==> src/rtl/if_fetch_unit.sv <==
// Instruction-fetch stage: owns the PC and runs a single-outstanding handshake with instruction memory.
// It feeds IF/ID, holds a returned word while decode stalls and drops wrong-path returns after a redirect.
module if_fetch_unit #(
  parameter logic [31:0] RESET_PC = 32'h0000_0000
) (
  input  logic        clk,
  input  logic        rst,
  input  logic        stall_in,
  input  logic        br_taken,
  input  logic [31:0] br_target,
  output logic        imem_req,
  output logic [31:0] imem_addr,
  input  logic        imem_ready,
  input  logic [31:0] imem_rdata,
  output logic [31:0] o_instr,
  output logic [31:0] o_pc,
  output logic        flush,
  output logic        ifcon
);

  localparam logic [1:0] ST_FETCH   = 2'd0;
  localparam logic [1:0] ST_HELD    = 2'd1;
  localparam logic [1:0] ST_DISCARD = 2'd2;

  logic [1:0]  state_q, state_d;
  logic [31:0] pc_q, pc_d;
  logic [31:0] buf_instr_q, buf_instr_d;
  logic [31:0] buf_pc_q, buf_pc_d;
  logic [31:0] redir_pc_q, redir_pc_d;
  logic [31:0] pc_plus4_s;
  logic [31:0] target_s;

  assign pc_plus4_s = pc_q + 32'd4;
  assign target_s   = {br_target[31:2], 2'b00};

  // Next-state logic; a taken branch always wins over a stall.
  always_comb begin
    state_d     = state_q;
    pc_d        = pc_q;
    buf_instr_d = buf_instr_q;
    buf_pc_d    = buf_pc_q;
    redir_pc_d  = redir_pc_q;
    case (state_q)
      ST_FETCH: begin
        if (imem_ready) begin
          if (br_taken) begin
            pc_d = target_s;
          end else if (stall_in) begin
            buf_instr_d = imem_rdata;
            buf_pc_d    = pc_plus4_s;
            pc_d        = pc_plus4_s;
            state_d     = ST_HELD;
          end else begin
            pc_d = pc_plus4_s;
          end
        end else if (br_taken) begin
          redir_pc_d = target_s;
          state_d    = ST_DISCARD;
        end else begin
          state_d = ST_FETCH;
        end
      end
      ST_HELD: begin
        if (br_taken) begin
          pc_d    = target_s;
          state_d = ST_FETCH;
        end else if (!stall_in) begin
          state_d = ST_FETCH;
        end else begin
          state_d = ST_HELD;
        end
      end
      ST_DISCARD: begin
        // The pending request cannot be cancelled, so wait for it and drop its data.
        if (imem_ready) begin
          pc_d    = br_taken ? target_s : redir_pc_q;
          state_d = ST_FETCH;
        end else if (br_taken) begin
          redir_pc_d = target_s;
        end else begin
          state_d = ST_DISCARD;
        end
      end
      default: begin
        state_d = ST_FETCH;
      end
    endcase
  end

  // State registers.
  always_ff @(posedge clk or posedge rst) begin
    if (rst) begin
      state_q     <= ST_FETCH;
      pc_q        <= {RESET_PC[31:2], 2'b00};
      buf_instr_q <= 32'h0000_0000;
      buf_pc_q    <= 32'h0000_0000;
      redir_pc_q  <= 32'h0000_0000;
    end else begin
      state_q     <= state_d;
      pc_q        <= pc_d;
      buf_instr_q <= buf_instr_d;
      buf_pc_q    <= buf_pc_d;
      redir_pc_q  <= redir_pc_d;
    end
  end

  // Outputs are forced to zero while reset is asserted.
  always_comb begin
    imem_req  = 1'b0;
    imem_addr = 32'h0000_0000;
    o_instr   = 32'h0000_0000;
    o_pc      = 32'h0000_0000;
    flush     = 1'b0;
    ifcon     = 1'b0;
    if (!rst) begin
      imem_req  = (state_q != ST_HELD);
      imem_addr = pc_q;
      flush     = br_taken;
      ifcon     = stall_in & ~br_taken;
      if (state_q == ST_FETCH && imem_ready && !br_taken) begin
        o_instr = imem_rdata;
        o_pc    = pc_plus4_s;
      end else if (state_q == ST_HELD) begin
        o_instr = buf_instr_q;
        o_pc    = buf_pc_q;
      end else begin
        o_instr = 32'h0000_0000;
        o_pc    = 32'h0000_0000;
      end
    end else begin
      imem_req = 1'b0;
    end
  end

endmodule

==> config.mk <==
export PLATFORM = sky130hd
export DESIGN_NAME = if_fetch_unit
export DESIGN_NICKNAME = d
export VERILOG_FILES = /design/src/rtl/if_fetch_unit.sv
export SDC_FILE = /design/constraint.sdc
export NUM_CORES = 1
export LEC_CHECK = 0
export CORE_MARGIN = 3
export CORE_UTILIZATION = 35
export DETAILED_ROUTE_END_ITERATION = 6
export PLACE_DENSITY_LB_ADDON = 0.05
export SLEW_MARGIN = 10
export SYNTH_ARGS = -nofsm -noshare
export SYNTH_HDL_FRONTEND = slang
export SYNTH_SLANG_ARGS = --single-unit
export TNS_END_PERCENT = 100
==> constraint.sdc <==
create_clock -name clk -period 17.2 [get_ports clk]
set_input_delay 3.44 -clock clk [delete_from_list [all_inputs] [get_ports clk]]
set_output_delay 3.44 -clock clk [all_outputs]
set_load 0.1 [all_outputs]
**Yosys cells after proc, flatten, opt, wreduce, memory -nomap -nowiden**

Index checks and enable logic that the tools add are counted.

- Word-level logic and storage cells: 53
- Bits in registers: 130

- Reduce and logical (&&, ||, !) cells: 10
- Equality and inequality tests: 9
- Add/sub/neg operators: 1
- Bitwise logic cells: 3
- Multiplexer cells: 25

Operators with widths:

| operator | number |
|---|---|
| $mux 32 | 12 |
| $pmux 32 s3 | 1 |
| $add 32x3->32 const B | 1 |
| $mux 2 | 6 |
| $ne 3x3->1 const B | 3 |
| $reduce_and 4->1 | 2 |
| $ne 2x2->1 const B | 3 |
| $pmux 2 s3 | 1 |
| $mux 1 | 5 |
| $reduce_and 3->1 | 1 |
| $reduce_bool 3->1 | 1 |
| $eq 2x1->1 const B | 1 |
| $eq 2x2->1 const B | 1 |
| $logic_and 1x1->1 | 2 |
| $logic_not 2->1 | 1 |
| $ne 2x1->1 const B | 1 |
| $not 1->1 | 2 |
| $reduce_and 2->1 | 1 |
| $reduce_or 2->1 | 1 |
| $and 1x1->1 | 1 |
| $logic_not 1->1 | 1 |

**Longest topological paths before layout**

- Depth in word-level cells: 5
- Gate-level depth with buffers: 9
- Mapped depth without buffers: 7

**Worst setup path before layout**

OpenSTA, ideal clock, no wires.

- Path kind: input-to-output
- From: in rst
- To: out o_pc[11]
- Buffers on the path: 1
- Cell stages on the path: 4
- Required time: 13760 ps
- Slack: 4902 ps
- Arrival: 8858 ps
- Cell sequence: inv_1 -> nand2_1 -> clkbuf_1 -> o21ai_0

- Longest elaborated chain between the ends: 1

Ends and longest elaborated chain:

| what | line | RTL |
|---|---|---|
| start, declared | 7 | `input logic rst,` |
| $mux 32 | 115 | `if (!rst) begin` |
| end, declared | 16 | `output logic [31:0] o_pc,` |

Every way passes these cells.

**Worst setup path after layout**

- From: in br_taken
- To: out o_pc[21]

- Longest elaborated chain between the ends: 4

Ends and longest elaborated chain:

| what | line | RTL |
|---|---|---|
| start, declared | 9 | `input logic br_taken,` |
| $logic_not 1->1 | 120 | `if (state_q == ST_FETCH && imem_ready && !br_taken) begin` |
| $logic_and 1x1->1 | 120 |  |
| $mux 32 | 120 |  |
| $mux 32 | 115 |  |

Every way passes these cells.

==> summary.txt <==
Setup path
  • Largest fanout on the critical path: 47
  • Req. time, crit path: 13.76 ns
  • Crit-path cells: clkdlybuf4s50_1 > or2_2 > buf_4 > and3_1 > nand2_1 > o21ai_0 > clkdlybuf4s50_1
  • CP startpoint kind: input port
  • Max incr delay on CP: 1.19 ns
  • Flop-to-flop setup slack: 14.22 ns
  • R2R Path End: pc_q[7]$_DFFE_PP0P_
  • Largest delay share family, worst path: buffers and inverters
  • Critical Path AT: 7.41 ns
  • Most frequent CP cell: clkdlybuf4s50_1
  • Slowest-stage cell, CP: clkdlybuf4s50_1
  • CP Class: input port to output pin
  • CP bufs+invs: 3
  • Worst r2r src: state_q[0]$_DFFE_PP0P_
  • CP Capture Type: output pin
  • R2R depth: 7

Job
  • MaxCap Viol Count: 0

GRT
  • Grt total ovfl: 0
  • Global-route wire length before repair: 34800 µm
  • Initial antenna violation count: 0
  • Pin count of the biggest net entering global routing: 91
  • GRT Util Overall: 19.5%
  • Vias in the first global route: 6304

CTS
  • CTS max path bufs: 2
  • CTS root buf: clkbuf_16
  • CTS H-tree depth: 4
  • CTS tree: yes
  • Post-CTS Setup Bufs: 0
  • Reg clk slew, reported paths: 0.05 ns
  • Clock Latency Late Sink: 0.42 ns
  • Post-CTS Hold Buffers: 0
  • Clock Sinks: 130
  • TritonCTS buffer count: 17
  • Cts repair resizes: 0

Detailed routing
  • Post-route ant nets: 0
  • Drt wl/cell: 18.0 µm
  • WL final: 22100 µm
  • Number of vias per cell: 5.33
  • Drt drc: 0
  • DR pass1 iterations: 7
  • Detailed-route via count: 6527
  • Iteration-0 DRC count of the detailed router: 371

Floorplanning
  • Core Region: 20500 µm²
  • Starting Density: 36.1%
  • Full die area: 22900 µm²
  • I/O Pins: 168
  • Width of the die: 151 µm
  • FP Rows: 52
  • Die Height: 151 µm

STA
  • Final Slew Violations: 0
  • Setup-failing EPs final: 0
  • Clk_skew: 0.00551 ns
  • Fmax: 92.2 MHz
  • RSZ-0062 raised after global routing: false
  • Min Clock Period, post-route: 10.85 ns
  • Final hold vios: 0
  • Rel. slew slack: 29.8%
  • Least-Margin Pin Slew: 1.05 ns
  • Final worst-path cycle share: 63.1%
  • Setup tns final: 0 ns

Power
  • Final Total Pwr: 1.97 mW
  • Maximum VDD drop: 84.9 µV
  • Leakage power: 3.82 nW
  • Pwr/cell area: 200 nW/µm²

Synth
  • Main synth FF type: dfrtp_1
  • FFs w/ async S/R, synth: 100%
  • Yosys cell types: 52
  • Syn Inst Count: 816
  • Sequential share of the synthesized area: 44.0%
  • Area fraction of the dominant cell type after synthesis: 44.0%
  • Post-synth EDFFs: 0
  • Syn avg cell area: 9.07 µm²
  • Synth area leader: dfrtp_1
  • Yosys reg bits: 130
  • Synthesized area: 7400 µm²
  • Post-Syn Nets: 890
  • Leading post-synthesis cells by cell area: dfrtp_1, mux2_2, nand2_1
  • Synth warn: 0

Finish
  • Area growth, synth to finish: 33.1%
  • Final net count: 1015
  • Most frequent cells in the layout: clkdlybuf4s50_1, dfrtp_1, nand2_1
  • Final Instance Area: 9850 µm²
  • Share of layout cells above drive strength 1: 13.5%
  • Most common cell after layout, fill and taps aside: clkdlybuf4s50_1
  • # fillers: 1963
  • ANT cells: 0

Run status
  • Status: finished clean

Placed design
  • Detailed-placement wirelength estimate: 15200 µm
  • Post-DP Area: 9220 µm²
  • IO Port Bufs: 165
  • Routability cong.: 0.820

Hold path
  • Hold depth: 2
  • Worst hold start: buf_pc_q[9]$_DFFE_PP0P_
  • Worst Hold Class: register to register
  • Worst Hold Endpoint: buf_pc_q[9]$_DFFE_PP0P_
state kept, by name (all words and copies together), names as in the netlist:
| register | count |
|---|---|
| buf_instr_q | 32 |
| buf_pc_q | 32 |
| pc_q | 32 |
| redir_pc_q | 32 |
| state_q | 2 |
synthesized netlist by cell type (2+ instances only):
cell         n
dfrtp_1    130
nand2_1    123
a21oi_1     73
o21ai_0     71
mux2_2      69
nand3_1     57
clkbuf_1    50
nor2_1      33
nor2b_1     29
xnor2_1     23
inv_1       14
a22o_1       9
buf_1        9
o2bb2ai_1    9
a31oi_1      7
a222oi_1     6
and3_1       6
nor3_1       6
nor4_1       6
a22oi_1      5
buf_2        5
ha_1         5
o21a_1       5
o22a_1       5
or2_2        5
xor2_1       5
and2_1       4
a221o_1      3
a221oi_1     3
a2bb2oi_1    3
clkbuf_2     3
nand2b_1     3
nor4_4       3
o22ai_1      3
or4_1        3
a21o_1       2
and4_1       2
mux2i_1      2
nand4_1      2
o211ai_1     2
o31a_1       2
layout make-up:
type / instances / area [µm²] / area share [%]
Multi-Input combinational cell: 605 / 3860 / 39.2
Inverter: 14 / 57.6 / 0.584
Tap cell: 270 / 338 / 3.43
Timing Repair Buffer: 173 / 1710 / 17.3
Sequential cell: 130 / 3250 / 33.0
Clock inverter: 13 / 183 / 1.85
Clock buffer: 19 / 453 / 4.60
worst register-to-register path, cell delays in order (launching register included):
cell and delay [ns]:
dfrtp_1 0.46, inv_1 0.12, ha_1 0.48, nor2b_1 0.38, and2_1 0.83, a221o_1 0.34, o21ai_0 0.09, a2bb2oi_1 0.21
report_power, final:
part           total (mW)  switching (mW)  internal, mW
sequential          0.559           0.112         0.447
clock               0.386           0.136         0.250
combinational        1.03           0.701         0.324
routing by layer:
metal | share of wire (%) | track usage, %
met1 | 48 | 29.3
met2 | 45 | 28.3
met4 | 1.2 | 5.21
met5 | 0 | 0
met3 | 5.7 | 3.83
worst max path at each step:
stage | slack, ns | endpoint | startpoint | depth (start not counted)
after global routing | 6.05 | o_pc[17] | br_taken | 7
final | 6.35 | o_pc[21] | br_taken | 7
after CTS | 6.34 | o_pc[23] | br_taken | 7
after detailed placement | 6.34 | o_pc[23] | br_taken | 7
after global placement | 6.39 | o_pc[12] | br_taken | 7
after floorplan | 4.90 | o_pc[11] | rst | 4
stage by stage:
step | setup slack (ns) | util (%) | hold WS, ns | std cells
global placement | 6.39 | 45.0 | 0.462 | 1192
global route | 6.05 | 48.1 | 0.498 | 1224
detailed placement | 6.34 | 45.0 | 0.470 | 1192
floorplan | 4.90 | - | 0.449 | 816
CTS | 6.34 | 48.1 | 0.482 | 1224
finish | 6.35 | 48.1 | 0.477 | 1224
kinds of logic (layout without fill, tap and decap cells):
group | after synthesis | count (layout) | share of synthesized area [%]
compound gates | 212 | 212 | 17.3
fa+ha+maj | 5 | 5 | 0.845
flops | 130 | 130 | 44.0
buf+inv | 81 | 219 | 4.24
mux | 71 | 71 | 10.8
xor+xnor | 28 | 28 | 3.31
simple gates | 289 | 289 | 19.5
(Power assumes the default switching activity.)
